===== src/rtl/arb_pkg.sv =====
// arb_pkg -- shared definitions for the 4-way bus arbiter.
//   NUM_REQ      : number of requesters (fixed at 4)
//   arb_state_e  : IDLE/BUSY state encoding
//   arb_idx_t    : 2-bit requester index
//   idx2onehot() : index -> one-hot grant vector
package arb_pkg;

    localparam int NUM_REQ = 4;

    typedef enum logic {
        ST_IDLE = 1'b0,
        ST_BUSY = 1'b1
    } arb_state_e;

    typedef logic [1:0] arb_idx_t;

    function automatic logic [NUM_REQ-1:0] idx2onehot(input arb_idx_t idx);
        logic [NUM_REQ-1:0] oh;
        oh      = '0;
        oh[idx] = 1'b1;
        return oh;
    endfunction

endpackage


===== src/rtl/rr_pick4.sv =====
// rr_pick4 -- stateless round-robin pick over 4 requesters.
// Ports:
//   req_i    [3:0] : request vector
//   rr_ptr_i [1:0] : highest-priority index for this pick
//   idx_o    [1:0] : first set request at or after rr_ptr_i, modulo 4
//   any_o          : at least one request is set (idx_o valid)
module rr_pick4
    import arb_pkg::*;
(
    input  logic [NUM_REQ-1:0] req_i,
    input  arb_idx_t           rr_ptr_i,
    output arb_idx_t           idx_o,
    output logic               any_o
);

    arb_idx_t cand;

    // Walk the offsets from farthest to nearest so the nearest set bit
    // (lowest offset from the pointer) is the one left standing.
    always_comb begin
        idx_o = rr_ptr_i;
        cand  = rr_ptr_i;
        for (int k = NUM_REQ - 1; k >= 0; k--) begin
            cand = rr_ptr_i + arb_idx_t'(k);  // 2-bit add wraps modulo 4
            if (req_i[cand]) begin
                idx_o = cand;
            end
        end
        any_o = |req_i;
    end

endmodule


===== src/rtl/bus_arb4.sv =====
// bus_arb4 -- 4-requester round-robin bus arbiter with burst hold.
// The arbiter drives sel0/sel1 of an external 32-bit mux4_1; the mux itself
// is not part of this block.
// Optional stall watchdog compiled in with macro ARB_TIMEOUT_EN.
// Ports:
//   clk        : clock, all state on rising edge
//   reset      : synchronous active-high reset
//   req   [3:0]: per-requester request
//   last  [3:0]: per-requester end-of-burst, meaningful only on a beat
//   out_ready  : downstream accepts the current beat
//   gnt   [3:0]: registered one-hot grant, zero when idle
//   sel0, sel1 : registered granted index (LSB, MSB); hold while idle
//   out_valid  : request of the granted requester while busy
//   timeout    : one-cycle forced-release pulse (ARB_TIMEOUT_EN only)
module bus_arb4
    import arb_pkg::*;
#(
    parameter int TIMEOUT_CYCLES = 16
) (
    input  logic               clk,
    input  logic               reset,
    input  logic [NUM_REQ-1:0] req,
    input  logic [NUM_REQ-1:0] last,
    input  logic               out_ready,
    output logic [NUM_REQ-1:0] gnt,
    output logic               sel0,
    output logic               sel1,
`ifdef ARB_TIMEOUT_EN
    output logic               timeout,
`endif
    output logic               out_valid
);

    if (TIMEOUT_CYCLES < 2 || TIMEOUT_CYCLES > 255) begin : g_bad_param
        $error("bus_arb4: TIMEOUT_CYCLES out of range 2..255");
    end

    arb_state_e         state_q, state_d;
    logic [NUM_REQ-1:0] gnt_q, gnt_d;
    arb_idx_t           sel_q, sel_d;
    arb_idx_t           rr_ptr_q, rr_ptr_d;

    arb_idx_t pick_idx;
    logic     pick_any;
    logic     busy;
    logic     beat;
    logic     rel;

    rr_pick4 u_pick (
        .req_i    (req),
        .rr_ptr_i (rr_ptr_q),
        .idx_o    (pick_idx),
        .any_o    (pick_any)
    );

    assign busy = (state_q == ST_BUSY);
    // sel_q only changes on a grant, so while busy it names the owner.
    assign out_valid = busy && req[sel_q];
    assign beat      = out_valid && out_ready;

`ifdef ARB_TIMEOUT_EN
    localparam logic [7:0] CNT_LAST = 8'(TIMEOUT_CYCLES - 1);

    logic [7:0] cnt_q, cnt_d;
    logic       to_q, to_d;

    // The pulse cycle itself forces the release on the following edge.
    assign rel = busy && (!req[sel_q] || (beat && last[sel_q]) || to_q);
`else
    assign rel = busy && (!req[sel_q] || (beat && last[sel_q]));
`endif

    always_comb begin
        state_d  = state_q;
        gnt_d    = gnt_q;
        sel_d    = sel_q;
        rr_ptr_d = rr_ptr_q;
`ifdef ARB_TIMEOUT_EN
        cnt_d    = cnt_q;
        to_d     = 1'b0;
`endif
        unique case (state_q)
            ST_IDLE: begin
                if (pick_any) begin
                    state_d = ST_BUSY;
                    gnt_d   = idx2onehot(pick_idx);
                    sel_d   = pick_idx;
`ifdef ARB_TIMEOUT_EN
                    cnt_d   = '0;
`endif
                end
            end
            ST_BUSY: begin
                if (rel) begin
                    state_d  = ST_IDLE;
                    gnt_d    = '0;
                    rr_ptr_d = sel_q + 2'd1;  // wraps modulo 4
                end
`ifdef ARB_TIMEOUT_EN
                else if (beat) begin
                    cnt_d = '0;
                end else begin
                    cnt_d = cnt_q + 8'd1;
                    to_d  = (cnt_q == CNT_LAST);
                end
`endif
            end
            default: begin
                state_d = ST_IDLE;
                gnt_d   = '0;
            end
        endcase
    end

    always_ff @(posedge clk) begin
        if (reset) begin
            state_q  <= ST_IDLE;
            gnt_q    <= '0;
            sel_q    <= '0;
            rr_ptr_q <= '0;
`ifdef ARB_TIMEOUT_EN
            cnt_q    <= '0;
            to_q     <= 1'b0;
`endif
        end else begin
            state_q  <= state_d;
            gnt_q    <= gnt_d;
            sel_q    <= sel_d;
            rr_ptr_q <= rr_ptr_d;
`ifdef ARB_TIMEOUT_EN
            cnt_q    <= cnt_d;
            to_q     <= to_d;
`endif
        end
    end

    assign gnt  = gnt_q;
    assign sel0 = sel_q[0];
    assign sel1 = sel_q[1];
`ifdef ARB_TIMEOUT_EN
    assign timeout = to_q;
`endif

endmodule


===== config.mk =====
export PLATFORM = sky130hd
export DESIGN_NAME = bus_arb4
export DESIGN_NICKNAME = d
export VERILOG_FILES = /design/src/rtl/arb_pkg.sv /design/src/rtl/rr_pick4.sv /design/src/rtl/bus_arb4.sv
export SDC_FILE = /design/constraint.sdc
export NUM_CORES = 1
export LEC_CHECK = 0
export CORE_AREA = 3 3 40 42
export CTS_BUF_LIST = sky130_fd_sc_hd__clkbuf_8
export CTS_CLUSTER_SIZE = 30
export DETAILED_ROUTE_END_ITERATION = 7
export DIE_AREA = 0 0 43 45
export GPL_ROUTABILITY_DRIVEN = 0
export PLACE_DENSITY = 0.74
export SLEW_MARGIN = 20
export SYNTH_ARGS = -nofsm -noshare
export SYNTH_HDL_FRONTEND = slang
export SYNTH_HIERARCHICAL = 1
export SYNTH_SLANG_ARGS = --single-unit

===== constraint.sdc =====
create_clock -name clk -period 1.84 [get_ports clk]
set_input_delay 0.184 -clock clk [delete_from_list [all_inputs] [get_ports clk]]
set_output_delay 0.184 -clock clk [all_outputs]
set_load 0.01 [all_outputs]

Yosys cells after proc, flatten, opt, wreduce, memory -nomap -nowiden --
Index checks and enable logic that the tools add are counted.
Word-level totals: register bits 9, bits in latches 0, bits in writable memories 0, ROM bits 0, bits of input ports 11, output and inout bits 7, logic and storage cells 53, memories kept 0
Cells by class: add/subtract/negate cells 4, $mul 0, divide/modulo/power cells 0, $lt $le $gt $ge 7, equal/unequal tests 2, shift-type cells 0, mux-type cells 24, bitwise operators 1, reduce and logical (&&, ||, !) cells 11
Operators by type and width (number):
- $lt A2 B3 Y1 const B | 6
- $bmux W1 S2 | 6
- $mux W1 | 9
- $mux W2 | 4
- $mux W4 | 2
- $pmux W4 S2 | 1
- $reduce_and A2 Y1 | 3
- $logic_and A1 B1 Y1 | 5
- $add A2 B1 Y2 const B | 2
- $add A2 B2 Y2 const B | 2
- $reduce_or A4 Y1 | 1
- $demux W1 S2 | 1
- $ge A2 B1 Y1 const B | 1
- $ne A2 B1 Y1 const B | 1
- $ne A2 B2 Y1 const B | 1
- $pmux W1 S2 | 1
- $logic_not A1 Y1 | 1
- $logic_or A1 B1 Y1 | 1
- $not A1 Y1 | 1

Depth between registers and ports, before layout --
Gate-level depths: netlist of run 1.
depth in word-level cells 13, mapped depth 6, mapped depth without buffers 6

Modules after synthesis --
The synthesis of run 1 kept the hierarchy.
By module, submodules not included:
- bus_arb4 | times used 1, cells an instance 49, area each 475.5 µm², seq. area each 180.2 µm²
- rr_pick4 | times used 1, cells an instance 16, area each 100.1 µm², seq. area each 0.0 µm²

Least setup slack after synthesis of run 1 --
Ideal clock, no wire load.
path type flip-flop to flip-flop, from register sel_q[0], to register gnt_q[2] (netlist: gnt[2]), library setup time 0.122 ns, arrival time 1.519 ns, required time 1.718 ns, slack 0.199 ns, stages on the path, launching flop included 5, buffers on the path 0, clock period less this slack 1.641 ns, path through dfxtp_1 mux4_2 o221ai_2 nor3_2 a221o_1
On the way: word-level cells in the longest chain between the ends 9, elaborated cells between the ends (all ways) 12, classes of those cells eq/ne: 1; mux: 4; reduce/logical: 7
RTL lines:
- start: declaration | RTL line bus_arb4.sv:40 | arb_idx_t sel_q, sel_d;
- start signal: assignment | RTL line bus_arb4.sv:128 | sel_q <= sel_d;
- $bmux W1 S2 | RTL line bus_arb4.sv:58, bus_arb4.sv:70
- $mux W1 (implied by the code) | RTL line bus_arb4.sv:58, bus_arb4.sv:70
- $logic_and A1 B1 Y1 | RTL line bus_arb4.sv:58 | assign out_valid = busy && req[sel_q];
- $logic_and A1 B1 Y1 | RTL line bus_arb4.sv:59 | assign beat = out_valid && out_ready;
- $logic_and A1 B1 Y1 | RTL line bus_arb4.sv:70 | assign rel = busy && (!req[sel_q] || (beat && last[sel_q]));
- $logic_or A1 B1 Y1 (*) | RTL line bus_arb4.sv:70
- $logic_and A1 B1 Y1 (*) | RTL line bus_arb4.sv:70
- $ne A2 B1 Y1 (no source line) (*)
- $reduce_and A2 Y1 (no source line) (*)
- end signal: assignment | RTL line bus_arb4.sv:127 | gnt_q <= gnt_d;
- end: declaration | RTL line bus_arb4.sv:39 | logic [NUM_REQ-1:0] gnt_q, gnt_d;
Mark *: on every way between the ends. The rest lies on a longest branch, timed or not. The select of a mux whose other input is x is not followed. A chain may end at the register's enable or synchronous reset.

Final worst setup path of run 1 --
from input port req[3], to output port out_valid
On the way: word-level cells in the longest chain between the ends 3
RTL lines:
- start: declaration | RTL line bus_arb4.sv:22 | input logic [NUM_REQ-1:0] req,
- $bmux W1 S2 | RTL line bus_arb4.sv:58
- $mux W1 (implied by the code) | RTL line bus_arb4.sv:58
- $logic_and A1 B1 Y1 | RTL line bus_arb4.sv:58
- end: declaration | RTL line bus_arb4.sv:31 | output logic out_valid
Every way passes these cells. The select of a mux whose other input is x is not followed.

==> results of run 1 <==
## flip-flops by register name, indices dropped and copies added, names as in the netlist
| signal | cells |
|---|---|
| gnt | 4 |
| rr_ptr_q | 2 |
| busy | 1 |
| sel_q | 2 |
## power by group through the flow
stage          Clock (W)  Combinational (W)  Sequential, W
3_5_place_dp           0           0.000187       0.000229
2_1_floorplan          0          0.0000938       0.000233
4_1_cts         0.000225           0.000187       0.000226
6_report        0.000217           0.000187       0.000226
3_3_place_gp           0           0.000184       0.000229
5_1_grt         0.000238           0.000204       0.000228
## final timing paths
check	start	to	slack, ps	cells past startpoint
setup reg to reg	rr_ptr_q[0]$_SDFFE_PP0P_	gnt[1]$_SDFFE_PP0P_	190	6
hold reg to reg	gnt[0]$_SDFFE_PP0P_	gnt[0]$_SDFFE_PP0P_	480	1
hold / removal	gnt[0]$_SDFFE_PP0P_	gnt[0]$_SDFFE_PP0P_	480	1
setup / recovery	req[3]	out_valid	80	4
## synthesized netlist by cell type
library cell  instances
a21oi_1               1
a221o_1               1
a2bb2oi_1             1
a31oi_1               1
and2_1                1
and2b_1               1
and2b_2               2
and3b_1               1
clkbuf_1              3
dfxtp_1               9
inv_1                 2
mux2_2                2
mux2i_1               6
mux4_2                1
nand2_1               5
nand2b_1              1
nor2_1                8
nor2b_1               4
nor3_1                2
nor3_2                1
nor4b_1               1
o21a_1                1
o21ai_0               2
o221a_2               1
o221ai_2              1
o2bb2ai_1             3
or2_2                 1
or4_1                 1
xnor2_1               1
## worst max-delay path, stage by stage
cell and delay, ps:
clkdlybuf4s50_1 460, mux4_2 500, and2_1 170, dlygate4sd2_1 270
## cells in the final DEF, fill, tap and decap left out, drive strengths merged
master,instances
clkdlybuf4s50,16
buf,11
dfxtp,9
nor2,8
mux2i,6
nand2,5
nor2b,4
inv,3
o2bb2ai,3
clkbuf,3
nor3,3
and2b,3
mux2,2
o21ai,2
mux4,1
and2,1
nand2b,1
o221ai,1
o21a,1
a31oi,1
or2,1
xnor2,1
nor4b,1
a221o,1
dlygate4sd2,1
a21oi,1
a2bb2oi,1
o221a,1
and3b,1
or4,1
## per-stage QoR
stage | setup TNS, ps | util | hold slack [ps] | setup slack (ps) | instances
3_5_place_dp | -536 | 0.650 | 475 | -124 | 105
2_1_floorplan | 0 | - | 375 | 199 | 65
5_1_grt | 0 | 0.685 | 492 | 27.4 | 109
4_1_cts | 0 | 0.685 | 480 | 75.9 | 109
6_report | 0 | 0.685 | 478 | 78.4 | 109
3_3_place_gp | -371 | 0.650 | 465 | -102 | 105
## metal layers
metal / vias up / share of wire
met4: 0 / 0
met1: 262 / 0.43
met5: - / 0
met2: 27 / 0.47
met3: 0 / 0.097
li1: 292 / -
## timing repair
item	in CTS	in global routing
setup endpoints to repair	1	0
gates resized for setup	1	0
hold buffers	0	0
## logic make-up after synthesis
family,share of synthesized area
mux,0.183
simple gates,0.283
xor+xnor,0.0152
buf+inv,0.0326
flops,0.313
compound gates,0.174
## layout make-up
type	count	area, µm²
timing repair buffer	28	251
fill	110	405
sequential	9	180
clock buffer	3	41.3
multi-input combinational	51	377
tap	15	18.8
inverter	2	7.51
clock inverter	1	3.75
==> results.sh, run 1 <==
export IMPL_status="finished, final reports clean"
export IMPL_grt_max_degree=12
export IMPL_total_leakage_power_nw=0.372
export IMPL_place_hpwl_mm=1.08
export IMPL_clkPwrFrac=0.345
export IMPL_drc=0
export IMPL_worstMarginPinSlew_ps=394
export IMPL_ys_warn_count=6
export IMPL_die_area_mm2=0.00194
export IMPL_cts_sinks=9
export IMPL_power_frac_seq=0.358
export IMPL_cap_violations=0
export IMPL_drv_slew=0
export IMPL_clkSlewWorstSetupHoldPaths_ps=40
export IMPL_pwr_density_cell_mw_per_mm2=716
export IMPL_critical_path_startpoint_type="primary input"
export IMPL_timing_final_hold_violations=0
export IMPL_met2_usage=0.257
export IMPL_dr_pass1_iters=4
export IMPL_syn_area_per_cell_um2=8.85
export IMPL_boundaryPins=18
export IMPL_vdd_drop_max_mv=0.660
export IMPL_via_per_inst=5.33
export IMPL_fp_dieH_um=45
export IMPL_total_power_w=0.000630
export IMPL_p_switching_w=0.000164
export IMPL_hold_class="flop to flop"
export IMPL_end_kind="primary output"
export IMPL_fin_skew_ps=2.95
export IMPL_slew_headroom=0.736
export IMPL_drive_gt1_frac=0.245
export IMPL_netlist_instances=65
export IMPL_diodes=0
export IMPL_grt_use_met1=0.196
export IMPL_wl_per_cell_um=12.6
export IMPL_timing_fmax_mhz=568
export IMPL_vias=581
export IMPL_worst_setup_path_type="primary input to primary output"
export IMPL_grt_busiest_layer="met2"
export IMPL_nets=106
export IMPL_fp_coreArea_mm2=0.00128
export IMPL_synthTopCellsByArea="dfxtp_1 (31%), mux2i_1 (10%), nor2_1 (5.2%)"
export IMPL_ys_types=29
export IMPL_ys_ff_latch=9
export IMPL_grt_pass1_wl_mm=2.29
export IMPL_routed_wl_mm=1.38
export IMPL_synth_top_cell_by_area="dfxtp_1"
export IMPL_portBuffers=17
export IMPL_start_util=0.448
export IMPL_rsz0062_at_grt="false"
export IMPL_grtUsageTotal=0.158
export IMPL_synthesis_area_um2=576
export IMPL_cts_root_buf="clkbuf_8"
export IMPL_clk_latency_ps=230
export IMPL_combPwrFrac=0.297
export IMPL_internal_power_w=0.000466
export IMPL_cts_max_level=1
export IMPL_postRouteAntennaNets=0
export IMPL_place_area_um2=836
export IMPL_area_growth_pct=52.8
export IMPL_drtIter0Drc=18
export IMPL_cts_buffers_inserted=3
export IMPL_rows=13
export IMPL_die_x_um=43
export IMPL_postCtsSetupBuffers=0
export IMPL_grt_pass1_vias=540
export IMPL_min_period_over_period=0.957
export IMPL_final_setup_viol_count=0
export IMPL_overflow=0
export IMPL_crit_path_max_fanout=4
export IMPL_cts_buffer_depth=2
export IMPL_tritoncts="yes"
export IMPL_design_area_um2=880
export IMPL_grt_antenna_before_repair=0
export IMPL_period_needed_ps=1760
export IMPL_crit_required_ps=1660
export IMPL_syn_nets=76
export IMPL_yosys_area_top_type_share=0.313
export IMPL_use_met3=0.0677
export IMPL_synth_seq_area_share=0.313
export IMPL_cp_arrival_ps=1580
export IMPL_switching_share=0.260
Power figures use the tool's default switching activity.
==> run 2, diff against run 1 <==
--- a/config.mk
+++ b/config.mk
@@ -5,13 +5,14 @@
 export SDC_FILE = /design/constraint.sdc
 export NUM_CORES = 1
 export LEC_CHECK = 0
-export CORE_AREA = 3 3 40 42
+export CORE_AREA = 2 2 39 41
 export CTS_BUF_LIST = sky130_fd_sc_hd__clkbuf_8
 export CTS_CLUSTER_SIZE = 30
 export DETAILED_ROUTE_END_ITERATION = 7
-export DIE_AREA = 0 0 43 45
+export DIE_AREA = 0 0 41 43
 export GPL_ROUTABILITY_DRIVEN = 0
 export PLACE_DENSITY = 0.74
+export SETUP_SLACK_MARGIN = 0.15
 export SLEW_MARGIN = 20
 export SYNTH_ARGS = -nofsm -noshare
 export SYNTH_HDL_FRONTEND = slang
==> run 2 against run 1 <==
  * Non-clock buffer count is 1 lower
  * Critical path depth is 3 higher
  * Global-route usage is 2.8 points higher
  * First-iteration DRC count is 39% lower
  * Clock skew hardly changed
  * Die area is 8.9% lower
  * Final cell count stayed put
  * Utilization is 5.5 points lower
  * Sequential power hardly changed
  * Clock power hardly changed
  * Register-to-register slack better by 60 ps
  * Critical endpoint is now gnt[2]$_SDFFE_PP0P_
==> results.sh, run 2 (synthesis results as in run 1) <==
export IMPL_via_per_inst=5.25
export IMPL_die_x_um=41
export IMPL_worst_setup_path_type="primary input to flop"
export IMPL_drtIter0Drc=11
export IMPL_rr_startpoint="rr_ptr_q[0]$_SDFFE_PP0P_"
export IMPL_place_area_um2=830
export IMPL_grt_pass1_vias=537
export IMPL_drive_gt1_frac=0.269
export IMPL_largest_reg_flops=4
export IMPL_nets=105
export IMPL_min_period_over_period=0.867
export IMPL_regArea_um2=181
export IMPL_cts_root_buf="clkbuf_8"
export IMPL_hold_buffers=0
export IMPL_diodes=0
export IMPL_timing_fmax_mhz=627
export IMPL_grtUsageTotal=0.186
export IMPL_rows=14
export IMPL_final_cell_mix="clkdlybuf4s50_1 (14), buf_4 (10), nor2_1 (8), dfxtp_1 (8), mux2i_1 (6)"
export IMPL_cts_max_level=1
export IMPL_worstMarginPinSlew_ps=377
export IMPL_start_util=0.416
export IMPL_crit_required_ps=1960
export IMPL_cp_startpoint="req[2]"
export IMPL_p_switching_w=0.000162
export IMPL_grt_antenna_before_repair=0
export IMPL_wl_per_cell_um=12.4
export IMPL_critPathMaxStageDelay_ps=420
export IMPL_dr_pass1_iters=4
export IMPL_drv_slew=0
export IMPL_clkPwrFrac=0.347
export IMPL_total_power_w=0.000623
export IMPL_r2r_end="gnt[1]$_SDFFE_PP0P_"
export IMPL_reg2reg_depth=6
export IMPL_timing_final_hold_violations=0
export IMPL_cap_violations=0
export IMPL_cp_endpoint="gnt[2]$_SDFFE_PP0P_"
export IMPL_fill_cells=125
export IMPL_clk_latency_ps=230
export IMPL_crit_path_max_fanout=5
export IMPL_switching_share=0.260
export IMPL_slowest_stage="clkdlybuf4s50_1"
export IMPL_place_hpwl_mm=1.06
export IMPL_overflow=0
export IMPL_pwr_density_cell_mw_per_mm2=716
export IMPL_multi_input_area_um2=379
export IMPL_end_kind="flop"
export IMPL_fp_coreArea_mm2=0.00138
export IMPL_routed_wl_mm=1.35
export IMPL_vdd_drop_max_mv=0.528
export IMPL_fin_skew_ps=3.28
export IMPL_cts_sinks=9
export IMPL_slew_headroom=0.748
export IMPL_rsz0062_at_grt="true"
export IMPL_clkSlewWorstSetupHoldPaths_ps=40
export IMPL_cts_buffer_depth=2
export IMPL_portBuffers=17
export IMPL_cp_arrival_ps=1710
export IMPL_cts_buffers_inserted=3
export IMPL_grt_pass1_wl_mm=2.20
export IMPL_drc=0
export IMPL_vias=572
export IMPL_critical_path_startpoint_type="primary input"
export IMPL_design_area_um2=871
export IMPL_total_leakage_power_nw=0.367
export IMPL_period_needed_ps=1600
export IMPL_mostFrequentLayoutCell="clkdlybuf4s50_1"
export IMPL_tritoncts="yes"
export IMPL_fp_dieH_um=43
export IMPL_internal_power_w=0.000462
export IMPL_die_area_mm2=0.00176
export IMPL_path_cells="clkdlybuf4s50_1 -> buf_4 -> nor2_1 -> a2bb2oi_1 -> o221a_2 -> nor3_1 -> a221o_1"
export IMPL_postRouteAntennaNets=0
export IMPL_area_growth_pct=51.3
export IMPL_hold_class="flop to flop"
export IMPL_final_setup_viol_count=0
export IMPL_grt_max_degree=12
export IMPL_boundaryPins=18
export IMPL_reg2reg_setup_slack_ps=250
export IMPL_power_frac_seq=0.364
export IMPL_combPwrFrac=0.289
export IMPL_status="finished, final reports clean"
-- run 2: final cells by class --
type                    instances  area share
inverters                       2     0.00862
clock inverters                 1     0.00431
flip-flops and latches          9       0.208
well taps                      16      0.0230
repair buffers                 27       0.273
clock buffers                   3      0.0474
multi-input cells              51       0.435
-- run 2: worst min-delay path by stage --
stage | startpoint | endpoint | slack, ps | cells after the start
final | gnt[0]$_SDFFE_PP0P_ | gnt[0]$_SDFFE_PP0P_ | 480 | 1
after global routing | gnt[3]$_SDFFE_PP0P_ | gnt[3]$_SDFFE_PP0P_ | 490 | 1
after detailed placement | gnt[3]$_SDFFE_PP0P_ | gnt[3]$_SDFFE_PP0P_ | 470 | 1
after global placement | gnt[3]$_SDFFE_PP0P_ | gnt[3]$_SDFFE_PP0P_ | 470 | 1
after CTS | gnt[3]$_SDFFE_PP0P_ | gnt[3]$_SDFFE_PP0P_ | 480 | 1
after floorplan | reset | gnt[0]$_SDFFE_PP0P_ | 370 | 2
-- run 2: critical path: cells and delay by family --
kind	cells	cell delay, ps
buffers and inverters	2	570
AOI/OAI and AO/OA	3	730
and+or+nand+nor	2	220
-- run 2: repair_timing --
item,in CTS,in global routing
pin swaps,0,0
setup buffers,0,0
gates resized for setup,5,3
endpoints found under the setup margin,2,4
-- run 2: per-layer routing --
layer,global-route usage,up-vias,share of wire
met5,0,-,0
met4,0.0200,0,0
met3,0.0942,0,0.061
met2,0.306,18,0.50
met1,0.212,263,0.44
li1,-,291,-
-- run 2: power by group through the flow --
stage	combinational [W]	clock, W	sequential, W
after floorplan	0.0000938	0	0.000233
final	0.000180	0.000216	0.000227
after CTS	0.000181	0.000223	0.000227
after global placement	0.000180	0	0.000229
after detailed placement	0.000182	0	0.000230
after global routing	0.000197	0.000235	0.000230
-- run 2: per-stage QoR --
stage / cells / TNS, ps / setup WS, ps / hold WS [ps] / util
after detailed placement: 105 / -357 / -131 / 473 / 0.599
after global placement: 105 / -271 / -114 / 469 / 0.599
after CTS: 109 / 0 / 170 / 480 / 0.631
after floorplan: 65 / 0 / 199 / 375 / -
final: 109 / 0 / 244 / 481 / 0.629
after global routing: 109 / 0 / 140 / 494 / 0.629
==> RTL change (settings of run 1) <==
Reset style: asynchronous (`reset`), changed in one clocked block. Comments in the files are not updated.
--- a/src/rtl/bus_arb4.sv
+++ b/src/rtl/bus_arb4.sv
@@ -112,7 +112,7 @@
         endcase
     end
 
-    always_ff @(posedge clk) begin
+    always_ff @(posedge clk or posedge reset) begin
         if (reset) begin
             state_q  <= ST_IDLE;
             gnt_q    <= '0;
Formal check against the unedited RTL: differs if reset is asserted again (counterexample within 4 cycles, from zero or initial values and one cycle with reset high); with reset held inactive, the same outputs for 10 cycles.
==> RTL change against run 1 <==
Sequential cell count stayed put. Wire length is 3.0% lower. Design area is 6.0% lower. Setup slack better by 0.0097 ns. Register-to-register slack worse by 0.04 ns. First-iteration DRC count is 28% lower. Worst hold slack worse by 0.24 ns. Synthesized cell count is 9.2% lower. Via count is 10% lower. Critical path depth is 1 lower. Synthesized area is 2.8% lower.
Power is not compared: it rests on default switching activity, and its combinational part moved more than twofold at a synthesized area within 25%.
==> RTL change: results (changes against run 1) <==
Finish
  – # nets final: 97 (-8.5%)
  – Inserted Diodes: 0 (unchanged)
  – Fraction of layout cells with a size suffix above 1: 20.0% (-4.5 points)
  – Fillers: 118 (+7.3%)
  – Largest register FFs: 4 (unchanged)

Detailed routing
  – DRT iter0 DRCs: 13 (-5)
  – Post-DR wirelength/cell: 13.4 um (+5.8%)
  – Vias: 521 (-10%)
  – Vias per cell: 5.21 (-2.3%)
  – DR pass1 iterations: 4 (unchanged)

Place
  – Post-DP Area: 782 um^2 (-6.4%)
  – Count of buffers from port buffering: 17 (unchanged)
  – Post-DP HPWL: 1050 um (-3.2%)
  – # placed instances: 96 (-8.6%)
  – Pre-CTS WS: -0.179 ns (-0.0548 ns)

Global route
  – Largest net degree at the start of global routing: 14 (+2)
  – First-pass GRT wire length: 2030 um (-11%)
  – Vias in the first global route: 479 (-11%)
  – Initial antenna violation count: 0 (unchanged)
  – GRT Resource Usage Total: 14.2% (-1.6 points)

Worst setup path
  – Cell with the largest stage delay on the worst path: mux4_2
  – Largest delay share family, worst path: multiplexers
  – CP peak stage delay: 0.51 ns
  – Worst path arrival time: 1.57 ns
  – Critical path peak fanout: 2 (-2)

Clock network
  – Post-CTS setup buffer count: 0 (unchanged)
  – Root buffer cell: clkbuf_8
  – Num CTS Buffers: 3 (unchanged)
  – Bufs on Longest Clock Path: 2 (unchanged)
  – H-Tree Depth: 1 (unchanged)
  – Clk slew on worst S/H paths: 0.04 ns (about the same)
  – Clk Latency, worst-skew pair: 0.23 ns (about the same)

Worst hold path
  – HP Class: in2async

Power and ir drop
  – VDD IR-drop max: 811 uV
  – Leakage: around 0.4 nW
  – Switching share of power: between 30 and 40%

STA
  – Slew margin rel.: 77.1% (+3.5 points)
  – Fin Clk Skew: 0.000711 ns (-0.00224 ns)

Status
  – Outcome: complete, no violations

Yosys
  – Syn avg cell area: 9.48 um^2 (+7.1%)
  – Asr flop ratio synth: 100% (+100 points)
  – Post-synthesis cell type count: 24 (-17%)
  – Synth top cells by count: 9 x dfrtp_1, 9 x nand2_1, 6 x inv_1
  – Synthesized Nets: 70 (-7.9%)
  – Synth top area cells: dfrtp_1 40%, o32ai_1 6.3%, nand2_1 6.0%
  – Seq/Total Area, Yosys: 40.3% (+9.0 points)
  – Yosys Warn Count: 6 (unchanged)
  – Ys flop type: dfrtp_1
-- RTL change: worst paths after layout --
kind | endpoint | cells after the start | slack [ns] | start
setup / recovery | out_valid | 3 | 0.09 | sel_q[0]
hold / removal | rr_ptr_q[1] | 2 | 0.24 | reset
setup reg to reg | gnt[2] | 5 | 0.15 | rr_ptr_q[0]
hold reg to reg | gnt[3] | 2 | 0.54 | gnt[3]
max in group asynchronous | busy | 2 | 1.35 | reset
min in group clk | gnt[3] | 2 | 0.54 | gnt[3]
-- RTL change: layout make-up --
type / count / area [um^2] / share of cell area (%)
clock buffers: 3 / 41.3 / 4.99
multi-input cells: 41 / 285 / 34.5
repair buffers: 25 / 230 / 27.8
well taps: 15 / 18.8 / 2.27
inverters: 6 / 22.5 / 2.72
flip-flops and latches: 9 / 225 / 27.2
clock inverters: 1 / 3.75 / 0.454
-- RTL change: kinds of logic after synthesis --
| group | after synthesis | synth area share [%] |
|---|---|---|
| xor+xnor | 1 | 1.57 |
| buf+inv | 9 | 8.72 |
| mux | 4 | 9.40 |
| flops | 9 | 40.3 |
| simple gates | 21 | 20.4 |
| compound gates | 15 | 19.7 |
-- RTL change: worst register-to-register path, cell delays in order (launching register included) --
cell	delay [ns]
dfrtp_1	0.39
and2b_2	0.22
or4_1	0.51
nand2_1	0.11
inv_1	0.07
o32ai_1	0.28
-- RTL change: timing repair --
item | in CTS | in global routing
endpoints found under the hold margin | 0 | 0
endpoints found under the setup margin | 1 | 2
gates resized for setup | 2 | 1
cloned | 0 | 0
-- RTL change: stage by stage --
step	TNS, ns	hold WS, ns
global route	0	0.261
global placement	-0.644	0.463
detailed placement	-0.845	0.491
finish	0	0.238
CTS	0	0.250
floorplan	0	0.0119
-- RTL change: power groups by stage --
stage | combinational, mW | sequential [mW] | clock [mW]
2_1_floorplan | 0.418 | 0.379 | 0
3_3_place_gp | 0.686 | 0.364 | 0
3_5_place_dp | 0.698 | 0.364 | 0
4_1_cts | 0.695 | 0.361 | 0.222
5_1_grt | 0.750 | 0.372 | 0.233
6_report | 0.684 | 0.361 | 0.218
-- RTL change: routing by layer --
metal  vias up  global-route usage [%]  part of all wire, %
met4         0                    5.42                 0.60
met5         -                       0                    0
li1        263                       -                    -
met3         2                    1.59                  4.3
met2        14                    24.0                   49
met1       242                    18.8                   46
